===== config.mk =====
export PLATFORM = sky130hd
export DESIGN_NAME = reg_file_2r1w_flat
export DESIGN_NICKNAME = d
export VERILOG_FILES = /design/src/rtl/reg_file_2r1w_if.sv /design/src/rtl/reg_file_2r1w.sv /design/src/flat_wrapper.sv
export SDC_FILE = /design/constraint.sdc
export NUM_CORES = 2
export LEC_CHECK = 0
export BUFFER_PORTS_ARGS = -buffer_cell sky130_fd_sc_hd__buf_2
export CORE_MARGIN = 1
export CORE_UTILIZATION = 55
export CTS_CLUSTER_DIAMETER = 150
export CTS_CLUSTER_SIZE = 28
export DETAILED_ROUTE_END_ITERATION = 16
export MAX_ROUTING_LAYER = met4
export PLACE_DENSITY = 0.83
export SLEW_MARGIN = 5
export SYNTH_ARGS = -nofsm -noshare
export SYNTH_HDL_FRONTEND = slang
export SYNTH_SLANG_ARGS = --single-unit

===== constraint.sdc =====
create_clock -name clk -period 1.7 [get_ports clk]
set_input_delay 0.085 -clock clk [delete_from_list [all_inputs] [get_ports clk]]
set_output_delay 0.085 -clock clk [all_outputs]
set_load 0.01 [all_outputs]

===== src/rtl/reg_file_2r1w_if.sv =====
// Register-file port bundle: one write port from WB, two registered read ports to ID.
// The master side is the pipeline; the slave side is the register file.
interface reg_file_2r1w_if #(
  parameter int DATA_W = 32,
  parameter int ADDR_W = 5
);
  logic              wr_en;
  logic [ADDR_W-1:0] wr_addr;
  logic [DATA_W-1:0] wr_data;
  logic              rd_en;
  logic [ADDR_W-1:0] rd_addr_a;
  logic [ADDR_W-1:0] rd_addr_b;
  logic [DATA_W-1:0] rd_data_a;
  logic [DATA_W-1:0] rd_data_b;
  logic              rd_valid;

  modport master (
    output wr_en, wr_addr, wr_data, rd_en, rd_addr_a, rd_addr_b,
    input  rd_data_a, rd_data_b, rd_valid
  );

  modport slave (
    input  wr_en, wr_addr, wr_data, rd_en, rd_addr_a, rd_addr_b,
    output rd_data_a, rd_data_b, rd_valid
  );
endinterface


===== src/rtl/reg_file_2r1w.sv =====
// 2-read/1-write general-purpose register file with registered reads,
// stall hold, same-cycle write-to-read bypass and optional hardwired zero register.
module reg_file_2r1w #(
  parameter int DATA_W   = 32,
  parameter int ADDR_W   = 5,
  parameter bit ZERO_REG = 1'b1
) (
  input logic             clk,
  input logic             rst,
  reg_file_2r1w_if.slave  bus
);
  localparam int DEPTH = 2 ** ADDR_W;

  logic [DATA_W-1:0] mem [DEPTH];
  logic              wr_ok;
  logic [DATA_W-1:0] next_a;
  logic [DATA_W-1:0] next_b;

  assign wr_ok = bus.wr_en && !(ZERO_REG && (bus.wr_addr == '0));

  always_ff @(posedge clk or negedge rst) begin
    if (!rst) begin
      for (int i = 0; i < DEPTH; i++) begin
        mem[i] <= '0;
      end
    end else if (wr_ok) begin
      mem[bus.wr_addr] <= bus.wr_data;
    end
  end

  // Zero register has priority over bypass so a dropped write to r0 never leaks out.
  always_comb begin
    next_a = mem[bus.rd_addr_a];
    if (ZERO_REG && (bus.rd_addr_a == '0)) begin
      next_a = '0;
    end else if (bus.wr_en && (bus.wr_addr == bus.rd_addr_a)) begin
      next_a = bus.wr_data;
    end
  end

  always_comb begin
    next_b = mem[bus.rd_addr_b];
    if (ZERO_REG && (bus.rd_addr_b == '0)) begin
      next_b = '0;
    end else if (bus.wr_en && (bus.wr_addr == bus.rd_addr_b)) begin
      next_b = bus.wr_data;
    end
  end

  // Outputs only load on rd_en, so a stalled ID stage keeps its operands.
  always_ff @(posedge clk or negedge rst) begin
    if (!rst) begin
      bus.rd_data_a <= '0;
      bus.rd_data_b <= '0;
      bus.rd_valid  <= 1'b0;
    end else begin
      bus.rd_valid <= bus.rd_en;
      if (bus.rd_en) begin
        bus.rd_data_a <= next_a;
        bus.rd_data_b <= next_b;
      end
    end
  end
endmodule


===== src/flat_wrapper.sv =====
// flat-port wrapper written by rule: the top's interface ports become plain ports
module reg_file_2r1w_flat 
#(
  parameter int DATA_W   = 32,
  parameter int ADDR_W   = 5,
  parameter bit ZERO_REG = 1'b1
)
  (clk, rst, bus_wr_en, bus_wr_addr, bus_wr_data, bus_rd_en, bus_rd_addr_a, bus_rd_addr_b, bus_rd_data_a, bus_rd_data_b, bus_rd_valid);
  reg_file_2r1w_if #(.DATA_W(DATA_W), .ADDR_W(ADDR_W)) bus_i ();
  input logic clk;
  input logic rst;
  input wire logic [$bits(bus_i.wr_en)-1:0] bus_wr_en;
  input wire logic [$bits(bus_i.wr_addr)-1:0] bus_wr_addr;
  input wire logic [$bits(bus_i.wr_data)-1:0] bus_wr_data;
  input wire logic [$bits(bus_i.rd_en)-1:0] bus_rd_en;
  input wire logic [$bits(bus_i.rd_addr_a)-1:0] bus_rd_addr_a;
  input wire logic [$bits(bus_i.rd_addr_b)-1:0] bus_rd_addr_b;
  output wire logic [$bits(bus_i.rd_data_a)-1:0] bus_rd_data_a;
  output wire logic [$bits(bus_i.rd_data_b)-1:0] bus_rd_data_b;
  output wire logic [$bits(bus_i.rd_valid)-1:0] bus_rd_valid;
  assign bus_i.wr_en = bus_wr_en;
  assign bus_i.wr_addr = bus_wr_addr;
  assign bus_i.wr_data = bus_wr_data;
  assign bus_i.rd_en = bus_rd_en;
  assign bus_i.rd_addr_a = bus_rd_addr_a;
  assign bus_i.rd_addr_b = bus_rd_addr_b;
  assign bus_rd_data_a = bus_i.rd_data_a;
  assign bus_rd_data_b = bus_i.rd_data_b;
  assign bus_rd_valid = bus_i.rd_valid;
  reg_file_2r1w #(.DATA_W(DATA_W), .ADDR_W(ADDR_W), .ZERO_REG(ZERO_REG)) u_core (.clk(clk), .rst(rst), .bus(bus_i));
endmodule

==> impl_metrics.env <==
export IMPL_grt_max_degree=94
export IMPL_ios=116
export IMPL_rsz0062_at_grt="true"
export IMPL_area_growth_pct=14.90
export IMPL_tightest_slew_ps=1382
export IMPL_rows=117
export IMPL_status="finished with violations"
export IMPL_pwr_share_seq_pct=53.8
export IMPL_via_count=39910
export IMPL_drt_iter0_drc=4910
export IMPL_slew_viol_final=0
export IMPL_hold_ws_ps=27.52
export IMPL_clock_skew_ps=17.72
export IMPL_synth_edff_count=0
export IMPL_hold_depth=3
export IMPL_cts_root_buf="clkbuf_16"
export IMPL_syn_nets=3948
export IMPL_worstPathRequired_ps=2250
export IMPL_p_leak_nw=28.98
export IMPL_die_w_um=324.4
export IMPL_multi_input_area_mm2=0.02852
export IMPL_clock_latency_ps=670
export IMPL_io_buffer_count=115
export IMPL_grt_pass1_vias=41520
export IMPL_die_area_mm2=0.1052
export IMPL_slew_limit_headroom_pct=7.708
export IMPL_htree_num_levels=2
export IMPL_finish_utilization_pct=64.10
export IMPL_grt_pass1_wl_um=268500
export IMPL_ant_nets=0
export IMPL_wl_um=179200
export IMPL_internal_power_mw=45.71
export IMPL_ys_ff_latch=1089
export IMPL_via_per_inst=7.176
export IMPL_final_nets=4239
export IMPL_worstPathArrival_ps=2390
export IMPL_post_synth_top_count_cell="dfrtp_1"
export IMPL_dp_cells=5460
export IMPL_n_fill_cell=7065
export IMPL_netlist_instances=3897
export IMPL_clock_sinks=1089
export IMPL_hp_class="primary input to register"
export IMPL_finalHoldViolCount=0
export IMPL_violations="negative setup slack"
export IMPL_p_per_area_mw_per_mm2=981.1
export IMPL_fmax_mhz=544.8
export IMPL_placed_area_mm2=0.06378
export IMPL_path_class="register to register"
export IMPL_yosysUniqueCellTypes=52
export IMPL_final_cells=5562
export IMPL_synth_top_area_cell="dfrtp_1"
export IMPL_layout_setup_ws_ps=-135.5
export IMPL_first_pass_iters=5
export IMPL_dp_hpwl_um=116500
export IMPL_fin_tns_setup_ps=-1963
export IMPL_syn_area_mm2=0.05717
export IMPL_synth_top_cell_area_share_pct=47.67
export IMPL_clock_path_buffers=3
export IMPL_p_clk_share_pct=19.9
export IMPL_grt_usage_pct=35.03
export IMPL_antenna_found_initial=6
export IMPL_gr_total_overflow=0
export IMPL_period_needed_ps=1835
export IMPL_setup_viol=40
export IMPL_crit_fanout=3
export IMPL_switching_power_mw=18.73
export IMPL_synth_flop_cell="dfrtp_1"
export IMPL_switching_share_pct=29.06
export IMPL_drive_gt1_share_pct=53.89
export IMPL_cp_end_kind="register"
export IMPL_start_util_pct=55.79
export IMPL_remaining_drc_errors=0
export IMPL_clk_pin_slew_ps=100
export IMPL_async_flop_share_pct=100.0
export IMPL_fin_area_mm2=0.06568
export IMPL_ys_seq_area_share_pct=47.67
export IMPL_cts_tree="built"
export IMPL_cap_violations=0
export IMPL_synth_area_leaders="dfrtp_1, mux2_2, mux4_2, mux2i_1, clkbuf_1"
export IMPL_coreArea_mm2=0.1025
export IMPL_fin_crit_sh_pct=108.0
export IMPL_combPwrFrac_pct=26.2
export IMPL_gp_congestion=0.9179
export IMPL_synth_common_cells="dfrtp_1, mux2_2, mux4_2"
export IMPL_syn_avg_cell_area_um2=14.67
export IMPL_ir_drop_mv=0.7547
export IMPL_die_y_um=324.4
export IMPL_cp_start_kind="register"
export IMPL_numCtsBuffers=44
export IMPL_wire_per_inst_um=32.22
export IMPL_yosysWarningCount=0
export IMPL_reg2regPathDepth=5
export IMPL_regArea_mm2=0.02725
-- state kept, by name, indices dropped and copies added, names as in the netlist --
signal and count:
u_core.bus.rd_valid 1, u_core.mem 1024, u_core.bus.rd_data_a 32, u_core.bus.rd_data_b 32
-- layout by cell type (no fill, tap or decap), types with 11 or more instances in the layout --
cell,instances
o21ai_0,36
nor2_4,16
nor2_1,32
nor2b_1,23
mux4_2,398
nand2_1,11
dlygate4sd3_1,12
a211oi_2,45
o22ai_1,37
mux2_2,980
dfrtp_1,1089
buf_12,161
nor2b_4,16
or3_1,32
a21oi_1,40
clkbuf_16,45
a22o_1,49
mux2i_1,263
mux2_1,36
a211oi_1,46
o31ai_1,12
nand2_2,15
a221oi_2,12
a22oi_1,79
a221o_1,13
a221oi_1,64
buf_2,107
buf_4,396
-- worst paths after layout --
check | start | to | slack [ps]
max | u_core.mem[126] | u_core.bus.rd_data_a[30] | -140
min | bus_wr_data[26] | u_core.bus.rd_data_a[26] | 30
max in group asynchronous | rst | u_core.mem[745] | 340
min in group asynchronous | rst | u_core.mem[246] | 450
min reg2reg | u_core.mem[1021] | u_core.mem[1021] | 410
max reg2reg | u_core.mem[126] | u_core.bus.rd_data_a[30] | -140
-- logic make-up (layout without fill, tap and decap cells) --
family / after synthesis / in the layout / synth area share [%]
simple gates: 197 / 197 / 1.900
other cells: 0 / 6 / 0
xor+xnor: 10 / 10 / 0.1532
buf+inv: 449 / 740 / 3.673
flops: 1089 / 1089 / 47.67
compound gates: 470 / 470 / 6.220
mux: 1682 / 1682 / 40.39
-- layout make-up --
class	instances	share of cell area [%]
Antenna cell	6	0.02286
Clock buffer	45	1.714
Clock inverter	1	0.007620
Inverter	3	0.01714
Multi-Input combinational cell	2359	43.43
Sequential cell	1089	41.49
Tap cell	1368	2.606
Timing Repair Buffer	691	10.72
-- power groups by stage --
stage	Combinational [mW]	Clock, mW	Sequential, mW
after global routing	17.9	13.8	35.1
final	16.9	12.8	34.7
after global placement	15.4	0	34.5
after CTS	16.6	12.9	34.4
after detailed placement	16.1	0	34.9
after floorplan	11.2	0	33.6
-- layer usage --
metal  vias up  GRT usage (%)  wire, um
met1     20940          44.89     66500
met4         0          19.64     11790
li1      15590              -         -
met3       734          7.651     18780
met5         -              -         0
met2      2655          51.95     82130
-- worst max-delay path, cell delays in order, from the launching register on --
cell and delay [ps]:
dfrtp_1 410, mux4_2 460, a22o_1 270, nor4_4 210, nor3_2 120, a221o_1 270
-- metrics by stage --
| step | setup slack (ps) | total power [mW] |
|---|---|---|
| detailed placement | -497.9 | 51.03 |
| finish | -135.5 | 64.44 |
| CTS | -249.5 | 63.90 |
| floorplan | -34.25 | 44.87 |
| global placement | -467.5 | 49.99 |
| global route | -171.5 | 66.83 |
-- what timing repair did --
item	CTS	global route
resized for setup	51	32
pin swaps	87	22
hold endpoints to repair	1199	19
endpoints found under the setup margin	47	77
hold buffers	12	1
setup buffers	26	14
Power figures use the tool's default switching activity.
